<file path="src/rtl/vip_pkg.sv">
// ---------------------------------------------------------------------------
// vip_pkg: shared definitions for the vip video-processing stages.
//   COORD_W      pixel coordinate width
//   RGB_*        RGB565 colour constants
//   ST_*         edge-statistics FSM state encodings
//   bbox_t       bounding-box payload (x_min, x_max, y_min, y_max)
//   bbox_init()  accumulator start value (empty box)
// ---------------------------------------------------------------------------
package vip_pkg;

   localparam int unsigned COORD_W = 11;
   localparam int unsigned RGB_W   = 16;

   localparam logic [RGB_W-1:0] RGB_WHITE = 16'hFFFF;
   localparam logic [RGB_W-1:0] RGB_BLACK = 16'h0000;
   localparam logic [RGB_W-1:0] RGB_RED   = 16'hF800;

   localparam logic [1:0] ST_IDLE    = 2'd0;
   localparam logic [1:0] ST_ACTIVE  = 2'd1;
   localparam logic [1:0] ST_PUBLISH = 2'd2;

   typedef struct packed {
      logic [COORD_W-1:0] x_min;
      logic [COORD_W-1:0] x_max;
      logic [COORD_W-1:0] y_min;
      logic [COORD_W-1:0] y_max;
   } bbox_t;

   // Empty box: mins at all-ones and maxes at zero so the first hit overwrites both.
   function automatic bbox_t bbox_init();
      bbox_t b;
      b.x_min = '1;
      b.x_max = '0;
      b.y_min = '1;
      b.y_max = '0;
      return b;
   endfunction

endpackage

</file>
<file path="src/rtl/vip_pix_coord.sv">
// ---------------------------------------------------------------------------
// vip_pix_coord: pixel coordinate generator shared by vip stages.
//   clk, rst       clock, asynchronous active-high reset
//   vsync, href,   input sync / pixel-valid signals
//   clken
//   x_cnt, y_cnt   coordinate of the pixel presented this cycle
//   vsync_rise_c   combinational frame-boundary strobe (vsync rising edge)
// x_cnt saturates at IMG_W and clears when href falls; y_cnt counts lines
// that carried at least one pixel, saturates at IMG_H, clears on vsync rise.
// ---------------------------------------------------------------------------
module vip_pix_coord
   import vip_pkg::*;
#(
   parameter int unsigned IMG_W = 640,
   parameter int unsigned IMG_H = 480
) (
   input  logic               clk,
   input  logic               rst,
   input  logic               vsync,
   input  logic               href,
   input  logic               clken,
   output logic [COORD_W-1:0] x_cnt,
   output logic [COORD_W-1:0] y_cnt,
   output logic               vsync_rise_c
);

   logic               vsync_q, vsync_d;
   logic               href_q, href_d;
   logic               line_pix_q, line_pix_d;
   logic [COORD_W-1:0] x_cnt_q, x_cnt_d;
   logic [COORD_W-1:0] y_cnt_q, y_cnt_d;
   logic               href_fall_c;

   // Edge strobes and counter next-state.
   always_comb begin
      vsync_rise_c = vsync & ~vsync_q;
      href_fall_c  = ~href & href_q;
      vsync_d      = vsync;
      href_d       = href;
      x_cnt_d      = x_cnt_q;
      y_cnt_d      = y_cnt_q;
      line_pix_d   = line_pix_q;

      if (href && clken) begin
         line_pix_d = 1'b1;
         if (x_cnt_q < COORD_W'(IMG_W)) begin
            x_cnt_d = x_cnt_q + COORD_W'(1);
         end
      end

      if (href_fall_c) begin
         x_cnt_d    = '0;
         line_pix_d = 1'b0;
         if (line_pix_q && (y_cnt_q < COORD_W'(IMG_H))) begin
            y_cnt_d = y_cnt_q + COORD_W'(1);
         end
      end

      // Frame boundary wins over a coincident line end.
      if (vsync_rise_c) begin
         y_cnt_d = '0;
      end
   end

   always_ff @(posedge clk or posedge rst) begin
      if (rst) begin
         vsync_q    <= 1'b0;
         href_q     <= 1'b0;
         line_pix_q <= 1'b0;
         x_cnt_q    <= '0;
         y_cnt_q    <= '0;
      end else begin
         vsync_q    <= vsync_d;
         href_q     <= href_d;
         line_pix_q <= line_pix_d;
         x_cnt_q    <= x_cnt_d;
         y_cnt_q    <= y_cnt_d;
      end
   end

   assign x_cnt = x_cnt_q;
   assign y_cnt = y_cnt_q;

endmodule

</file>
<file path="src/rtl/vip_edge_bbox.sv">
// ---------------------------------------------------------------------------
// vip_edge_bbox: per-frame edge statistics for the Sobel edge stream.
// Counts edge pixels and tracks their bounding box; at every frame boundary
// the results are published with a one-cycle frame_done pulse. The stream is
// re-emitted one cycle later as RGB565 (edge = black, background = white).
//   clk, rst                     clock, asynchronous active-high reset
//   per_frame_vsync/href/clken   input sync and pixel valid
//   per_img_bit                  1 = edge pixel
//   post_frame_vsync/hsync/de    sync delayed one cycle
//   post_rgb                     display pixel
//   bbox_x_min/x_max/y_min/y_max last frame's box (0 when no edges)
//   edge_cnt                     last frame's edge count (saturating)
//   bbox_valid                   edge_cnt >= MIN_PIXELS
//   frame_done                   one-cycle pulse when results update
// Build option VIP_BBOX_OVERLAY_EN: draws the published box perimeter in red
// on post_rgb while bbox_valid is set.
// ---------------------------------------------------------------------------
module vip_edge_bbox
   import vip_pkg::*;
#(
   parameter int unsigned IMG_W      = 640,
   parameter int unsigned IMG_H      = 480,
   parameter int unsigned MIN_PIXELS = 64,
   parameter int unsigned CNT_W      = 20
) (
   input  logic               clk,
   input  logic               rst,
   input  logic               per_frame_vsync,
   input  logic               per_frame_href,
   input  logic               per_frame_clken,
   input  logic               per_img_bit,
   output logic               post_frame_vsync,
   output logic               post_frame_hsync,
   output logic               post_frame_de,
   output logic [RGB_W-1:0]   post_rgb,
   output logic [COORD_W-1:0] bbox_x_min,
   output logic [COORD_W-1:0] bbox_x_max,
   output logic [COORD_W-1:0] bbox_y_min,
   output logic [COORD_W-1:0] bbox_y_max,
   output logic [CNT_W-1:0]   edge_cnt,
   output logic               bbox_valid,
   output logic               frame_done
);

   localparam logic [CNT_W-1:0] CNT_MAX = '1;

   logic [COORD_W-1:0] x_cnt, y_cnt;
   logic               vsync_rise_c;
   logic               hit_c;

   logic [1:0]         state_q, state_d;
   logic [CNT_W-1:0]   acc_cnt_q, acc_cnt_d;
   bbox_t              acc_box_q, acc_box_d;
   bbox_t              pub_box_q, pub_box_d;
   logic [CNT_W-1:0]   edge_cnt_q, edge_cnt_d;
   logic               bbox_valid_q, bbox_valid_d;
   logic               frame_done_q, frame_done_d;
   logic               post_vsync_q, post_vsync_d;
   logic               post_hsync_q, post_hsync_d;
   logic               post_de_q, post_de_d;
   logic [RGB_W-1:0]   post_rgb_q, post_rgb_d;

   vip_pix_coord #(
      .IMG_W (IMG_W),
      .IMG_H (IMG_H)
   ) u_coord (
      .clk          (clk),
      .rst          (rst),
      .vsync        (per_frame_vsync),
      .href         (per_frame_href),
      .clken        (per_frame_clken),
      .x_cnt        (x_cnt),
      .y_cnt        (y_cnt),
      .vsync_rise_c (vsync_rise_c)
   );

   assign hit_c = per_frame_href & per_frame_clken & per_img_bit &
                  (x_cnt < COORD_W'(IMG_W)) & (y_cnt < COORD_W'(IMG_H));

`ifdef VIP_BBOX_OVERLAY_EN
   // Perimeter test on the current pixel's own coordinates; the red pixel is
   // registered together with the video, so latency stays at one cycle.
   logic on_col_c, on_row_c;
   always_comb begin
      on_col_c = ((x_cnt == pub_box_q.x_min) || (x_cnt == pub_box_q.x_max)) &&
                 (y_cnt >= pub_box_q.y_min) && (y_cnt <= pub_box_q.y_max);
      on_row_c = ((y_cnt == pub_box_q.y_min) || (y_cnt == pub_box_q.y_max)) &&
                 (x_cnt >= pub_box_q.x_min) && (x_cnt <= pub_box_q.x_max);
   end
`endif

   // FSM, accumulators, publish and video path next-state.
   always_comb begin
      state_d      = state_q;
      acc_cnt_d    = acc_cnt_q;
      acc_box_d    = acc_box_q;
      pub_box_d    = pub_box_q;
      edge_cnt_d   = edge_cnt_q;
      bbox_valid_d = bbox_valid_q;
      frame_done_d = 1'b0;
      post_vsync_d = per_frame_vsync;
      post_hsync_d = per_frame_href;
      post_de_d    = per_frame_clken;
      post_rgb_d   = per_img_bit ? RGB_BLACK : RGB_WHITE;

      case (state_q)
         ST_IDLE: begin
            // Partial frame after reset is never accumulated.
            acc_cnt_d = '0;
            acc_box_d = bbox_init();
            if (vsync_rise_c) state_d = ST_ACTIVE;
         end
         ST_ACTIVE: begin
            if (vsync_rise_c) state_d = ST_PUBLISH;
         end
         ST_PUBLISH: begin
            frame_done_d = 1'b1;
            edge_cnt_d   = acc_cnt_q;
            bbox_valid_d = (acc_cnt_q >= CNT_W'(MIN_PIXELS));
            pub_box_d    = (acc_cnt_q == '0) ? '0 : acc_box_q;
            acc_cnt_d    = '0;
            acc_box_d    = bbox_init();
            state_d      = ST_ACTIVE;
         end
         default: state_d = ST_IDLE;
      endcase

      // Applied after the PUBLISH re-init so a pixel in that cycle opens the new frame.
      if (hit_c && (state_q != ST_IDLE)) begin
         if (acc_cnt_d != CNT_MAX) acc_cnt_d = acc_cnt_d + CNT_W'(1);
         if (x_cnt < acc_box_d.x_min) acc_box_d.x_min = x_cnt;
         if (x_cnt > acc_box_d.x_max) acc_box_d.x_max = x_cnt;
         if (y_cnt < acc_box_d.y_min) acc_box_d.y_min = y_cnt;
         if (y_cnt > acc_box_d.y_max) acc_box_d.y_max = y_cnt;
      end

`ifdef VIP_BBOX_OVERLAY_EN
      if (per_frame_href && per_frame_clken && bbox_valid_q && (on_col_c || on_row_c)) begin
         post_rgb_d = RGB_RED;
      end
`endif
   end

   always_ff @(posedge clk or posedge rst) begin
      if (rst) begin
         state_q      <= ST_IDLE;
         acc_cnt_q    <= '0;
         acc_box_q    <= bbox_init();
         pub_box_q    <= '0;
         edge_cnt_q   <= '0;
         bbox_valid_q <= 1'b0;
         frame_done_q <= 1'b0;
         post_vsync_q <= 1'b0;
         post_hsync_q <= 1'b0;
         post_de_q    <= 1'b0;
         post_rgb_q   <= '0;
      end else begin
         state_q      <= state_d;
         acc_cnt_q    <= acc_cnt_d;
         acc_box_q    <= acc_box_d;
         pub_box_q    <= pub_box_d;
         edge_cnt_q   <= edge_cnt_d;
         bbox_valid_q <= bbox_valid_d;
         frame_done_q <= frame_done_d;
         post_vsync_q <= post_vsync_d;
         post_hsync_q <= post_hsync_d;
         post_de_q    <= post_de_d;
         post_rgb_q   <= post_rgb_d;
      end
   end

   assign post_frame_vsync = post_vsync_q;
   assign post_frame_hsync = post_hsync_q;
   assign post_frame_de    = post_de_q;
   assign post_rgb         = post_rgb_q;
   assign bbox_x_min       = pub_box_q.x_min;
   assign bbox_x_max       = pub_box_q.x_max;
   assign bbox_y_min       = pub_box_q.y_min;
   assign bbox_y_max       = pub_box_q.y_max;
   assign edge_cnt         = edge_cnt_q;
   assign bbox_valid       = bbox_valid_q;
   assign frame_done       = frame_done_q;

endmodule

</file>
<file path="config.mk">
export PLATFORM = sky130hd
export DESIGN_NAME = vip_edge_bbox
export DESIGN_NICKNAME = d
export VERILOG_FILES = /design/src/rtl/vip_pkg.sv /design/src/rtl/vip_pix_coord.sv /design/src/rtl/vip_edge_bbox.sv
export SDC_FILE = /design/constraint.sdc
export NUM_CORES = 1
export LEC_CHECK = 0
export CAP_MARGIN = 20
export CORE_MARGIN = 3
export CORE_UTILIZATION = 51
export DETAILED_ROUTE_END_ITERATION = 10
export GPL_TIMING_DRIVEN = 0
export PLACE_DENSITY = 0.77
export SLEW_MARGIN = 10
export SYNTH_ARGS = -nofsm -noshare
export SYNTH_HDL_FRONTEND = slang
export SYNTH_SLANG_ARGS = --single-unit
</file>
<file path="constraint.sdc">
create_clock -name clk -period 4.82 [get_ports clk]
set_clock_uncertainty 0.2 [all_clocks]
set_input_delay 0.723 -clock clk [delete_from_list [all_inputs] [get_ports clk]]
set_output_delay 0.723 -clock clk [all_outputs]
set_load 0.005 [all_outputs]
</file>
==> impl_metrics.env <==
export IMPL_final_layout_size_suffix_gt1_frac=0.1052
export IMPL_synth_top_area_frac=0.4474
export IMPL_grt_pass1_wl_um=30570
export IMPL_dpl_hpwl_um=13190
export IMPL_clk_latency_ps=420
export IMPL_reg2reg_slack_ps=440
export IMPL_required_ps=4920
export IMPL_die_x_um=128.6
export IMPL_grt_util_all_layers=0.2349
export IMPL_cts_inserted_buffers=17
export IMPL_rsz0062_at_grt="no"
export IMPL_grt_overflow=0
export IMPL_ys_ff_latch=159
export IMPL_synth_edf_count=0
export IMPL_multiInputGateArea_um2=3313
export IMPL_gp_congestion=0.9122
export IMPL_tightest_slew_ps=931.6
export IMPL_die_h_um=128.6
export IMPL_finalSetupTns_ps=0
export IMPL_p_leak_nw=4.455
export IMPL_clk_path_buf_depth=2
export IMPL_ir_worst_vdd_mv=0.2944
export IMPL_htreeDepth=4
export IMPL_avgSynthCellArea_um2=10.64
export IMPL_slew_viol_final=0
export IMPL_finalSetupViolCount=0
export IMPL_cp_arrival_ps=4480
export IMPL_syn_inst=720
export IMPL_drt_pass1_iter_count=5
export IMPL_wirelength_um=18220
export IMPL_yosysSeqAreaShare=0.5229
export IMPL_timing_max_cap_violations=0
export IMPL_worstSetupEndpointType="flip-flop"
export IMPL_hold_path_class="flip-flop to flip-flop"
export IMPL_nFillCells=1146
export IMPL_path_max_fanout=10
export IMPL_initial_utilization=0.5252
export IMPL_layout_nets=884
export IMPL_viasPerCell=5.630
export IMPL_synth_area_leaders="dfrtp_1, dfstp_2, ha_1"
export IMPL_relSlewSlack=0.3761
export IMPL_ant_nets=0
export IMPL_synthArstFlopShare=1.000
export IMPL_cts_repair_resized=0
export IMPL_pin_count=91
export IMPL_cts_sinks=159
export IMPL_dieArea_um2=16530
export IMPL_cts_hold_buf=0
export IMPL_register_area_um2=4006
export IMPL_ys_top_cells_by_count="dfrtp_1, nand2_1, ha_1"
export IMPL_min_period_ps=4377
export IMPL_fp_row_count=44
export IMPL_yosys_area_top_type="dfrtp_1"
export IMPL_wl_per_cell_um=17.69
export IMPL_antenna_cells=0
export IMPL_ys_flop_type="dfrtp_1"
export IMPL_cts_root_buf="clkbuf_16"
export IMPL_grt_antenna_before_repair=0
export IMPL_post_cts_buffers=0
export IMPL_area_growth_pct=23.78
export IMPL_synthDistinctLibCells=50
export IMPL_p_per_area_nw_per_um2=403.4
export IMPL_max_freq_ghz=0.2285
export IMPL_syn_num_nets=771
export IMPL_clkTransAtPathRegs_ps=60
export IMPL_vias=5799
export IMPL_yosys_warnings=0
export IMPL_port_buffers=90
export IMPL_core_um2=14590
export IMPL_path_class="flip-flop to flip-flop"
export IMPL_status="complete, no violations"
export IMPL_grt_pass1_vias=5966
export IMPL_fin_hold_ws_ps=277.4
export IMPL_final_cell_area_um2=9484
export IMPL_worst_slack_ps=443.2
export IMPL_startpoint_type="flip-flop"
export IMPL_synth_most_common_cell="dfrtp_1"
export IMPL_syn_area_um2=7662
export IMPL_cts_tree="built"
export IMPL_place_area_um2=8877
export IMPL_period_share=0.9081
export IMPL_pre_cts_ws_ps=504.1
export IMPL_grt_max_degree=40
export IMPL_total_power_w=0.003826
export IMPL_drt_iter0_markers=410
export IMPL_finalHoldViolations=0
export IMPL_drc=0
==> worst max-delay path, cell delays in order (launching register included) <==
cell,delay [ps]
dfrtp_1,570
clkbuf_1,410
clkbuf_1,460
clkbuf_1,560
nand2_1,190
ha_1,360
nand3_1,100
nor3_1,320
a221oi_1,140
o21ai_0,130
and3_1,180
buf_2,290
mux2_1,360
==> final timing paths <==
check / start / endpoint / cells after the start
max in group asynchronous: rst / acc_box_q[13]$_DFF_PP1_ / 4
worst min register to register: edge_cnt[19]$_DFFE_PP0P_ / edge_cnt[19]$_DFFE_PP0P_ / 2
min in group asynchronous: rst / acc_box_q[24]$_DFF_PP0_ / 2
worst max-delay path: state_q[0]$_DFFE_PP0P_ / acc_box_q[22]$_DFF_PP0_ / 12
worst min-delay path: edge_cnt[19]$_DFFE_PP0P_ / edge_cnt[19]$_DFFE_PP0P_ / 2
worst max register to register: state_q[0]$_DFFE_PP0P_ / acc_box_q[22]$_DFF_PP0_ / 12
==> cell families after synthesis <==
| group | synth area share |
|---|---|
| DFF | 0.5229 |
| and+or+nand+nor | 0.1788 |
| buffers and inverters | 0.04474 |
| adders and majority gates | 0.07348 |
| xor gates and xnor gates | 0.03200 |
| AOI/OAI and AO/OA | 0.1001 |
| muxes | 0.04801 |
==> cell usage in the layout (no fill, tap or decap), types with 3 or more instances in the layout <==
master	Yosys	layout
mux2i_1	30	30
bufinv_16	0	3
dfrtp_1	137	137
buf_2	4	4
and2_1	11	11
dfstp_2	22	22
buf_4	15	15
nand3_1	19	19
nand2b_1	9	9
o21ai_1	6	6
clkdlybuf4s50_1	0	90
xor2_1	10	10
and3_1	8	8
a21o_1	3	3
nor2_1	28	28
clkinvlp_4	0	7
nand4_1	15	15
nor2b_1	28	28
nor3_1	16	16
nand2_1	117	117
inv_1	23	22
o21ai_0	9	9
clkbuf_16	0	17
xnor2_1	18	18
nor4_1	8	8
a21oi_1	31	31
clkbuf_1	25	25
a22o_1	44	44
ha_1	45	45
clkinv_2	0	3
and4_1	3	3
buf_12	0	4
mux2_1	6	6
==> area by class of cell <==
cell class	instances	area share
timing repair buffer	94	0.1034
sequential	159	0.4224
buffer	47	0.02665
clock buffer	18	0.04631
multi-input combinational	490	0.3493
clock inverter	14	0.01768
tap	184	0.02427
inverter	24	0.009894
==> per-layer routing <==
layer  GRT usage  up-vias  wire length, um
met5           0        -                0
met4     0.09450        0              435
met3     0.04691       33              761
met2      0.3773      147             8961
met1      0.3154     2888             8062
li1            -     2731                -
==> registers in the layout (all words and copies together) (netlist names) <==
register	count
u_coord.line_pix_q	1
bbox_valid	1
u_coord.vsync_q	1
edge_cnt	20
bbox_x_min	11
bbox_x_max	11
post_rgb	1
state_q	2
post_frame_de	1
acc_box_q	44
u_coord.x_cnt	11
bbox_y_max	11
frame_done	1
bbox_y_min	11
u_coord.href_q	1
u_coord.y_cnt	11
acc_cnt_q	20
==> report_power, final <==
part / total, W / switching, W / internal, W / leakage, nW
Clock: 0.00137 / 0.000542 / 0.000825 / 0.280
Sequential: 0.00166 / 0.000129 / 0.00153 / 2.12
Combinational: 0.000801 / 0.000406 / 0.000395 / 2.06
==> stage by stage <==
stage                     std cells    util
after global routing           1030  0.6501
after detailed placement        998  0.6085
after floorplan                 720       -
after CTS                      1030  0.6501
final                          1030  0.6501
after global placement          994  0.6030
No activity file was read; power rests on OpenSTA's default activity.
